[src/rtl/multdiv_scheduler_if.sv]
// multdiv_scheduler_if
//   Bundles the X-stage issue, multdiv datapath, stall-controller and
//   register-file write-port signals of the multdiv scheduler.
//   slave  : the scheduler itself (consumes issue/datapath/W-stage inputs,
//            drives start pulses, operands, stall info and the merged write).
//   master : whatever surrounds the scheduler (pipeline, datapath, RF).
interface multdiv_scheduler_if;
  // X-stage issue
  logic [31:0] issue_insn;
  logic        issue_valid;
  logic [31:0] op_a;
  logic [31:0] op_b;
  // multdiv datapath
  logic        md_start_mult;
  logic        md_start_div;
  logic [31:0] md_opA;
  logic [31:0] md_opB;
  logic [31:0] md_result;
  logic        md_exception;
  logic        md_ready;
  // stall controller
  logic        multOngoing;
  logic [31:0] inM;
  // W-stage write request and merged register-file write port
  logic        wb_pipe_we;
  logic [4:0]  wb_pipe_rd;
  logic [31:0] wb_pipe_data;
  logic        rf_we;
  logic [4:0]  rf_rd;
  logic [31:0] rf_data;

  modport slave (
    input  issue_insn, issue_valid, op_a, op_b,
    input  md_result, md_exception, md_ready,
    input  wb_pipe_we, wb_pipe_rd, wb_pipe_data,
    output md_start_mult, md_start_div, md_opA, md_opB,
    output multOngoing, inM,
    output rf_we, rf_rd, rf_data
  );

  modport master (
    output issue_insn, issue_valid, op_a, op_b,
    output md_result, md_exception, md_ready,
    output wb_pipe_we, wb_pipe_rd, wb_pipe_data,
    input  md_start_mult, md_start_div, md_opA, md_opB,
    input  multOngoing, inM,
    input  rf_we, rf_rd, rf_data
  );
endinterface

[src/rtl/multdiv_scheduler.sv]
// multdiv_scheduler
//   Issue/writeback sequencer for the shared multi-cycle multiply/divide
//   unit. Captures a mult/div leaving X, pulses the datapath start, holds
//   multOngoing/inM for the stall controller until the result retires, and
//   merges the late multdiv result onto the single register-file write port
//   (the W-stage pipeline write always wins). Exceptions and timeouts become
//   an $r30 rstatus write.
// Ports:
//   clock  : sole clock, rising edge
//   reset  : synchronous, active-high
//   bus    : multdiv_scheduler_if.slave (issue, datapath, stall, RF port)
module multdiv_scheduler #(
  parameter int TIMEOUT     = 64,
  parameter int RSTATUS_MUL = 4,
  parameter int RSTATUS_DIV = 5
) (
  input logic                 clock,
  input logic                 reset,
  multdiv_scheduler_if.slave  bus
);
  localparam int CW = $clog2(TIMEOUT + 1);
  localparam logic [CW-1:0] CNT_MAX  = CW'(TIMEOUT);
  localparam logic [CW-1:0] CNT_LAST = CW'(TIMEOUT - 1);

  typedef enum logic [1:0] {IDLE, BUSY, WB_PEND} state_t;

  state_t      state_q, state_d;
  logic        first_q, first_d;     // marks the start-pulse BUSY cycle
  logic [CW-1:0] cnt_q, cnt_d;
  logic [31:0] inm_q, inm_d;
  logic [31:0] opa_q, opa_d;
  logic [31:0] opb_q, opb_d;
  logic [4:0]  rd_q, rd_d;
  logic        div_q, div_d;
  logic [4:0]  buf_rd_q, buf_rd_d;
  logic [31:0] buf_data_q, buf_data_d;

  logic        dec_mult, dec_div, is_md;
  logic [31:0] rstatus_val;
  logic        buf_fire;

  assign dec_mult    = (bus.issue_insn[31:27] == 5'b00000) && (bus.issue_insn[6:2] == 5'b00110);
  assign dec_div     = (bus.issue_insn[31:27] == 5'b00000) && (bus.issue_insn[6:2] == 5'b00111);
  assign is_md       = bus.issue_valid && (dec_mult || dec_div);
  assign rstatus_val = div_q ? 32'(RSTATUS_DIV) : 32'(RSTATUS_MUL);

  // State register
  always_ff @(posedge clock) begin
    if (reset) begin
      state_q    <= IDLE;
      first_q    <= 1'b0;
      cnt_q      <= '0;
      inm_q      <= '0;
      opa_q      <= '0;
      opb_q      <= '0;
      rd_q       <= '0;
      div_q      <= 1'b0;
      buf_rd_q   <= '0;
      buf_data_q <= '0;
    end else begin
      state_q    <= state_d;
      first_q    <= first_d;
      cnt_q      <= cnt_d;
      inm_q      <= inm_d;
      opa_q      <= opa_d;
      opb_q      <= opb_d;
      rd_q       <= rd_d;
      div_q      <= div_d;
      buf_rd_q   <= buf_rd_d;
      buf_data_q <= buf_data_d;
    end
  end

  // Next-state logic
  always_comb begin
    state_d    = state_q;
    first_d    = 1'b0;
    cnt_d      = cnt_q;
    inm_d      = inm_q;
    opa_d      = opa_q;
    opb_d      = opb_q;
    rd_d       = rd_q;
    div_d      = div_q;
    buf_rd_d   = buf_rd_q;
    buf_data_d = buf_data_q;
    unique case (state_q)
      IDLE: begin
        if (is_md) begin
          inm_d   = bus.issue_insn;
          opa_d   = bus.op_a;
          opb_d   = bus.op_b;
          rd_d    = bus.issue_insn[26:22];
          div_d   = dec_div;
          cnt_d   = '0;
          first_d = 1'b1;
          state_d = BUSY;
        end
      end
      BUSY: begin
        cnt_d = (cnt_q == CNT_MAX) ? cnt_q : cnt_q + CW'(1);
        if (bus.md_ready) begin
          if (bus.md_exception) begin
            buf_rd_d   = 5'd30;
            buf_data_d = rstatus_val;
            state_d    = WB_PEND;
          end else if (rd_q != 5'd0) begin
            buf_rd_d   = rd_q;
            buf_data_d = bus.md_result;
            state_d    = WB_PEND;
          end else begin
            state_d    = IDLE;
          end
        end else if (cnt_q >= CNT_LAST) begin
          // This BUSY cycle brings the count to TIMEOUT: give up.
          buf_rd_d   = 5'd30;
          buf_data_d = rstatus_val;
          state_d    = WB_PEND;
        end
      end
      WB_PEND: begin
        if (!bus.wb_pipe_we) state_d = IDLE;
      end
      default: state_d = IDLE;
    endcase
  end

  // Outputs. Reset gates the state-derived outputs so an aborted
  // operation emits neither a start pulse nor a buffered write.
  always_comb begin
    buf_fire          = !reset && (state_q == WB_PEND) && !bus.wb_pipe_we;
    bus.md_start_mult = !reset && (state_q == BUSY) && first_q && !div_q;
    bus.md_start_div  = !reset && (state_q == BUSY) && first_q && div_q;
    bus.md_opA        = opa_q;
    bus.md_opB        = opb_q;
    bus.multOngoing   = 1'b0;
    bus.inM           = '0;
    if (!reset) begin
      if (state_q != IDLE) begin
        bus.multOngoing = 1'b1;
        bus.inM         = inm_q;
      end else if (is_md) begin
        // Issue-cycle term lets a dependent instruction in D stall now.
        bus.multOngoing = 1'b1;
        bus.inM         = bus.issue_insn;
      end
    end
    bus.rf_we   = bus.wb_pipe_we || buf_fire;
    bus.rf_rd   = buf_fire ? buf_rd_q : bus.wb_pipe_rd;
    bus.rf_data = buf_fire ? buf_data_q : bus.wb_pipe_data;
  end
endmodule

[src/flat_wrapper.sv]
// flat-port wrapper written by rule: the top's interface ports become plain ports
module multdiv_scheduler_flat 
#(
  parameter int TIMEOUT     = 64,
  parameter int RSTATUS_MUL = 4,
  parameter int RSTATUS_DIV = 5
)
  (clock, reset, bus_issue_insn, bus_issue_valid, bus_op_a, bus_op_b, bus_md_result, bus_md_exception, bus_md_ready, bus_wb_pipe_we, bus_wb_pipe_rd, bus_wb_pipe_data, bus_md_start_mult, bus_md_start_div, bus_md_opA, bus_md_opB, bus_multOngoing, bus_inM, bus_rf_we, bus_rf_rd, bus_rf_data);
  multdiv_scheduler_if bus_i ();
  input logic clock;
  input logic reset;
  input wire logic [$bits(bus_i.issue_insn)-1:0] bus_issue_insn;
  input wire logic [$bits(bus_i.issue_valid)-1:0] bus_issue_valid;
  input wire logic [$bits(bus_i.op_a)-1:0] bus_op_a;
  input wire logic [$bits(bus_i.op_b)-1:0] bus_op_b;
  input wire logic [$bits(bus_i.md_result)-1:0] bus_md_result;
  input wire logic [$bits(bus_i.md_exception)-1:0] bus_md_exception;
  input wire logic [$bits(bus_i.md_ready)-1:0] bus_md_ready;
  input wire logic [$bits(bus_i.wb_pipe_we)-1:0] bus_wb_pipe_we;
  input wire logic [$bits(bus_i.wb_pipe_rd)-1:0] bus_wb_pipe_rd;
  input wire logic [$bits(bus_i.wb_pipe_data)-1:0] bus_wb_pipe_data;
  output wire logic [$bits(bus_i.md_start_mult)-1:0] bus_md_start_mult;
  output wire logic [$bits(bus_i.md_start_div)-1:0] bus_md_start_div;
  output wire logic [$bits(bus_i.md_opA)-1:0] bus_md_opA;
  output wire logic [$bits(bus_i.md_opB)-1:0] bus_md_opB;
  output wire logic [$bits(bus_i.multOngoing)-1:0] bus_multOngoing;
  output wire logic [$bits(bus_i.inM)-1:0] bus_inM;
  output wire logic [$bits(bus_i.rf_we)-1:0] bus_rf_we;
  output wire logic [$bits(bus_i.rf_rd)-1:0] bus_rf_rd;
  output wire logic [$bits(bus_i.rf_data)-1:0] bus_rf_data;
  assign bus_i.issue_insn = bus_issue_insn;
  assign bus_i.issue_valid = bus_issue_valid;
  assign bus_i.op_a = bus_op_a;
  assign bus_i.op_b = bus_op_b;
  assign bus_i.md_result = bus_md_result;
  assign bus_i.md_exception = bus_md_exception;
  assign bus_i.md_ready = bus_md_ready;
  assign bus_i.wb_pipe_we = bus_wb_pipe_we;
  assign bus_i.wb_pipe_rd = bus_wb_pipe_rd;
  assign bus_i.wb_pipe_data = bus_wb_pipe_data;
  assign bus_md_start_mult = bus_i.md_start_mult;
  assign bus_md_start_div = bus_i.md_start_div;
  assign bus_md_opA = bus_i.md_opA;
  assign bus_md_opB = bus_i.md_opB;
  assign bus_multOngoing = bus_i.multOngoing;
  assign bus_inM = bus_i.inM;
  assign bus_rf_we = bus_i.rf_we;
  assign bus_rf_rd = bus_i.rf_rd;
  assign bus_rf_data = bus_i.rf_data;
  multdiv_scheduler #(.TIMEOUT(TIMEOUT), .RSTATUS_MUL(RSTATUS_MUL), .RSTATUS_DIV(RSTATUS_DIV)) u_core (.clock(clock), .reset(reset), .bus(bus_i));
endmodule
[config.mk]
export PLATFORM = sky130hd
export DESIGN_NAME = multdiv_scheduler_flat
export DESIGN_NICKNAME = d
export VERILOG_FILES = /design/src/rtl/multdiv_scheduler_if.sv /design/src/rtl/multdiv_scheduler.sv /design/src/flat_wrapper.sv
export SDC_FILE = /design/constraint.sdc
export NUM_CORES = 1
export LEC_CHECK = 0
export BUFFER_PORTS_ARGS = -buffer_cell sky130_fd_sc_hd__buf_2
export CORE_ASPECT_RATIO = 1.75
export CORE_MARGIN = 4
export CORE_UTILIZATION = 42
export CTS_CLUSTER_DIAMETER = 100
export DETAILED_ROUTE_END_ITERATION = 16
export PLACE_DENSITY = 0.77
export SLEW_MARGIN = 5
export SYNTH_ARGS = -nofsm -noshare
export SYNTH_HDL_FRONTEND = slang
export SYNTH_SLANG_ARGS = --single-unit
[constraint.sdc]
create_clock -name clock -period 2.7 [get_ports clock]
set_input_delay 0.675 -clock clock [delete_from_list [all_inputs] [get_ports clock]]
set_output_delay 0.675 -clock clock [all_outputs]
set_load 0.005 [all_outputs]
# After elaboration in Yosys (flattened, before gate mapping)
# Index checks and enable logic that the tools add are counted.
op_classes:
  bitwise: 1
  n_reduce_logical: 25
  eq_ne: 10
  mux: 27
  magnitude_cmp: 1
  n_addsub: 1
op_table:
  columns: ["operator", "n"]
  rows:
  - ["two-way mux 32 bit", 8]
  - ["two-way mux 5 bit", 5]
  - ["two-way mux 7 bit", 2]
  - ["case mux 7 bit (2 select lines)", 1]
  - ["two-way mux 2 bit", 6]
  - ["equality test 5 x 3 -> 1 bit (second input constant)", 2]
  - ["logical AND 1 bit", 9]
  - ["AND reduction 3 bit", 3]
  - ["adder 7 x 1 -> 7 bit (second input constant)", 1]
  - ["equality test 7 bit (second input constant)", 1]
  - [">= comparator 7 x 6 -> 1 bit (second input constant)", 1]
  - ["!= test 3 x 2 -> 1 bit (second input constant)", 2]
  - ["case mux 2 bit (3 select lines)", 1]
  - ["nonzero test 2 bit", 3]
  - ["logical NOT 5 bit", 1]
  - ["nonzero test 5 bit", 1]
  - ["two-way mux 1 bit", 4]
  - ["!= test 2 bit (second input constant)", 2]
  - ["logical NOT 1 bit", 3]
  - ["equality test 2 x 1 -> 1 bit (second input constant)", 1]
  - ["equality test 2 bit (second input constant)", 1]
  - ["logical NOT 2 bit", 1]
  - ["logical OR 1 bit", 2]
  - ["!= test 2 x 1 -> 1 bit (second input constant)", 1]
  - ["other kinds (3)", 3]
word_totals:
  register_bits: 149
  word_cells: 75
  output_inout_bits: 137

# Longest topological paths before layout
depth:
  depth_word: 7
  mapped_depth: 7
  mapped_depth_nobuf: 6

# Worst setup path before layout
# Ideal clock, no wire load.
synth_path:
  path_type: "input to output"
  from: "input bus_issue_insn[28]"
  to: "output bus_inM[12]"
  stages: 5
  t_arrival_ns: 2.089
  slack_ns: -0.064
  cell_sequence: "or4b_1 > nor4_4 > buf_2 > nand2_1 > a21oi_1"
synth_via:
  elab_chain_len: 7
  word_cells_on_any_way: 8
synth_lines:
  columns: ["element", "line", "rtl"]
  rows:
  - ["start: declaration", "flat_wrapper.sv:12", "input wire logic [$bits(bus_i.issue_insn)-1:0] bus_issue_insn;"]
  - ["logical NOT 5 bit (*)", "multdiv_scheduler.sv:42, multdiv_scheduler.sv:43", null]
  - ["logical AND 1 bit (on tied branches)", "multdiv_scheduler.sv:42, multdiv_scheduler.sv:43", null]
  - ["logical OR 1 bit (*)", "multdiv_scheduler.sv:44", "assign is_md = bus.issue_valid && (dec_mult || dec_div);"]
  - ["logical AND 1 bit (*)", "multdiv_scheduler.sv:44", null]
  - ["two-way mux 32 bit (*)", "multdiv_scheduler.sv:141", "end else if (is_md) begin"]
  - ["two-way mux 32 bit (*)", "multdiv_scheduler.sv:138", "if (state_q != IDLE) begin"]
  - ["two-way mux 32 bit (*)", "multdiv_scheduler.sv:137", "if (!reset) begin"]
  - ["end: declaration", "flat_wrapper.sv:27", "output wire logic [$bits(bus_i.inM)-1:0] bus_inM;"]
# Mark *: on every way between the ends. The rest lies on a longest branch, timed or not.

# Worst setup path in the final report
layout_path:
  from: "input bus_issue_insn[31]"
  to: "output bus_inM[14]"
# Same word-level chain as after synthesis.

==> reports/qor.yml <==
detailed_routing:
  drt_iter0_drc: 304
  ant_nets: 0
  drc: 0
  wl_per_cell_microns: 16.4
  viasPerCell: 5.24
  dr_total_vias: 6876
  wl_mm: 21.5
  drt_first_pass_iters: 5
layout:
  finish.utilization_pct: 61.5
  area_growth_pct: 42.9
  diodes: 0
  drive_gt1_share_pct: 39.7
  multiInputGateArea_sq_um: 3160
  nets: 1291
  seqCellArea_sq_um: 2880
  fill_cells: 1321
synthesis:
  synth.avg_cell_area_sq_um: 7.81
  ys_warn_count: 0
  yosys-top-cells-count: "237 x nand2_1, 144 x dfxtp_1, 125 x a21oi_1, 63 x o21ai_0, 49 x clkbuf_1"
  ys_types: 46
  syn_area_sq_um: 6250
  synthesis.instances: 800
  ys_ff_latch: 144
  synth_top_area_share_pct: 46.1
  synthArstFlopShare_pct: 0
  synth_area_leaders: "dfxtp_1 46%, nand2_1 14%, a21oi_1 10%"
  syn-num-nets: 973
  synthFlopType: "dfxtp_1"
  synth_area_leader_cell: "dfxtp_1"
  synth_edf_count: 0
  yosysMostFrequentCell: "nand2_1"
  yosysSeqAreaShare_pct: 46.1
run_status:
  outcome: "finished, violations left"
  violations: "negative setup slack"
placed_design:
  place_congestion: 0.861
  hpwl_mm: 15.0
  portBuffers: 307
sta:
  worst_slew_pin_slew_ns: 0.822
  skew_ns: 0.0128
  setup_tns_ns: -6.84
  fmax_mhz: 328
  setup_violations: 23
  setup_slack_ns: -0.352
  fin_crit_sh_pct: 113
  final.min_clock_period_ns: 3.05
  slew_headroom_pct: 45.2
  final_hold_viol_count: 0
  rsz0062_at_grt: "true"
  drv_slew: 0
die:
  die_area_sq_um: 17000
  core_area_sq_um: 14500
  io_pins: 308
  rows: 58
  die_y_microns: 169
  fp.dieW_microns: 100
  start_util_pct: 43.1
worst_setup_path:
  slowest_stage: "or4bb_4"
  cp-start-kind: "input port"
  path_class: "input port to output pin"
  r2r-start: "u_core.rd_q[1]$_SDFFE_PP0P_"
  r2r_cells: 5
  cpMostUsedCell: "buf_6"
  cp_max_fo: 7
  cp_data_arrival_time_ns: 2.38
  crit_path_cell_trace: "buf_6, or4bb_4, nor4_4, buf_6, clkbuf_16, nand2_1, a21oi_1, buf_2"
  worst_path_largest_cell_delay_ns: 0.57
  crit_required_ns: 2.03
  critPathLaunch: "bus_issue_insn[31]"
  end_kind: "output pin"
power:
  p_per_area_nw_per_um2: 524
  max-vdd-ir-drop_mv: 0.393
  leakagePower_nw: 3.82
  p_total_mw: 4.68
clock_tree:
  clockBufferDepth: 2
  insertion_delay_ns: 0.42
  clk_pin_slew_ns: 0.06
  cts_max_level: 4
  cts_tree: "done"
  numCtsBuffers: 17
  cts_hold_buf: 0
  cts.sinks: 144
  cts_root_buf: "clkbuf_16"
global_route:
  grt_pass1_vias: 6829
  grt_max_degree: 116
  grt-ovfl-total: 0
  antenna_found_initial: 0
  track_usage_pct: 24.0
  grt_pass1_wl_mm: 33.0
run:
  drv_cap: 0
min_path:
  min_from: "u_core.bus.md_opA[9]$_SDFFE_PP0P_"
  min_path_cells: 2
  hold_path.class: "flip-flop to flip-flop"
-- per-stage QoR --
step	instance area (sq um)	hold WS (ns)	cells	setup slack [ns]
finish	8930	0.448	1311	-0.352
global route	8930	0.466	1311	-0.426
CTS	8790	0.448	1306	-0.284
detailed placement	8160	0.440	1270	-0.278
global placement	8160	0.434	1270	-0.236
floorplan	6260	0.434	800	0.0126
-- metal layers --
metal  global-route usage, %  vias to the layer above  wire (microns)  part of all wire (%)
met2                    43.1                      342           11000                    51
li1                        -                     3334               -                     -
met3                    6.99                       50            2070                   9.6
met4                    9.79                        0             669                   3.1
met5                       0                        -               0                     0
met1                    25.9                     3150            7750                    36
-- layout by cell type (no fill, tap or decap), drive strengths merged, types with 12 or more instances in the layout --
master / n
dfxtp: 144
a21oi: 125
nor2: 24
nand2: 237
mux2: 37
nor2b: 33
buf: 359
o21ai: 63
clkbuf: 20
inv: 12
-- worst max-delay path, delay by kind of cell --
kind | cells | cell delay [ns]
buffers and inverters | 4 | 0.62
AND/OR/NAND/NOR | 3 | 0.91
AO/OA/AOI/OAI | 1 | 0.18
-- final timing paths --
check,to,slack (ns)
worst min register to register,u_core.bus.md_opA[9]$_SDFFE_PP0P_,0.45
worst min-delay path,u_core.bus.md_opA[9]$_SDFFE_PP0P_,0.45
worst max-delay path,bus_inM[14],-0.35
worst max register to register,u_core.buf_data_q[18]$_SDFFE_PP0P_,0.62
-- sequential cells by signal (all words and copies together) (netlist names), 2 cells and up --
register           cells
u_core.buf_data_q     32
u_core.buf_rd_q        5
u_core.bus.md_opA     32
u_core.bus.md_opB     32
u_core.cnt_q           7
u_core.inm_q          28
u_core.rd_q            4
u_core.state_q         2
-- area by class of cell --
cell class,instances,area share (%)
Clock buffer,18,4.81
Clock inverter,14,1.56
Inverter,4,0.168
Multi-Input combinational cell,590,35.4
Sequential cell,144,32.3
Tap cell,180,2.52
Timing Repair Buffer,361,23.2
-- repair_timing --
item | in CTS | in global routing
setup buffers | 2 | 4
gates cloned | 2 | 2
gates resized for setup | 4 | 17
setup endpoints to repair | 60 | 52
pin swaps | 1 | 3
-- kinds of logic (layout without fill, tap and decap cells) --
group,count (synthesis),after routing,share of synthesized area [%]
AO/OA/AOI/OAI,209,209,17.9
adder cells (fa/ha/maj),2,2,0.400
buffers and inverters,66,397,4.31
flip-flops,144,144,46.1
multiplexers,37,37,6.67
AND/OR/NAND/NOR,342,342,24.5
-- report_power, final --
part           leakage, nW  switching (mW)  internal, mW
logic                 2.39           0.139         0.155
registers             1.16        0.000552          2.12
clock network        0.277            1.03          1.23
total                 3.82            1.17          3.51
Power figures use the tool's default switching activity.
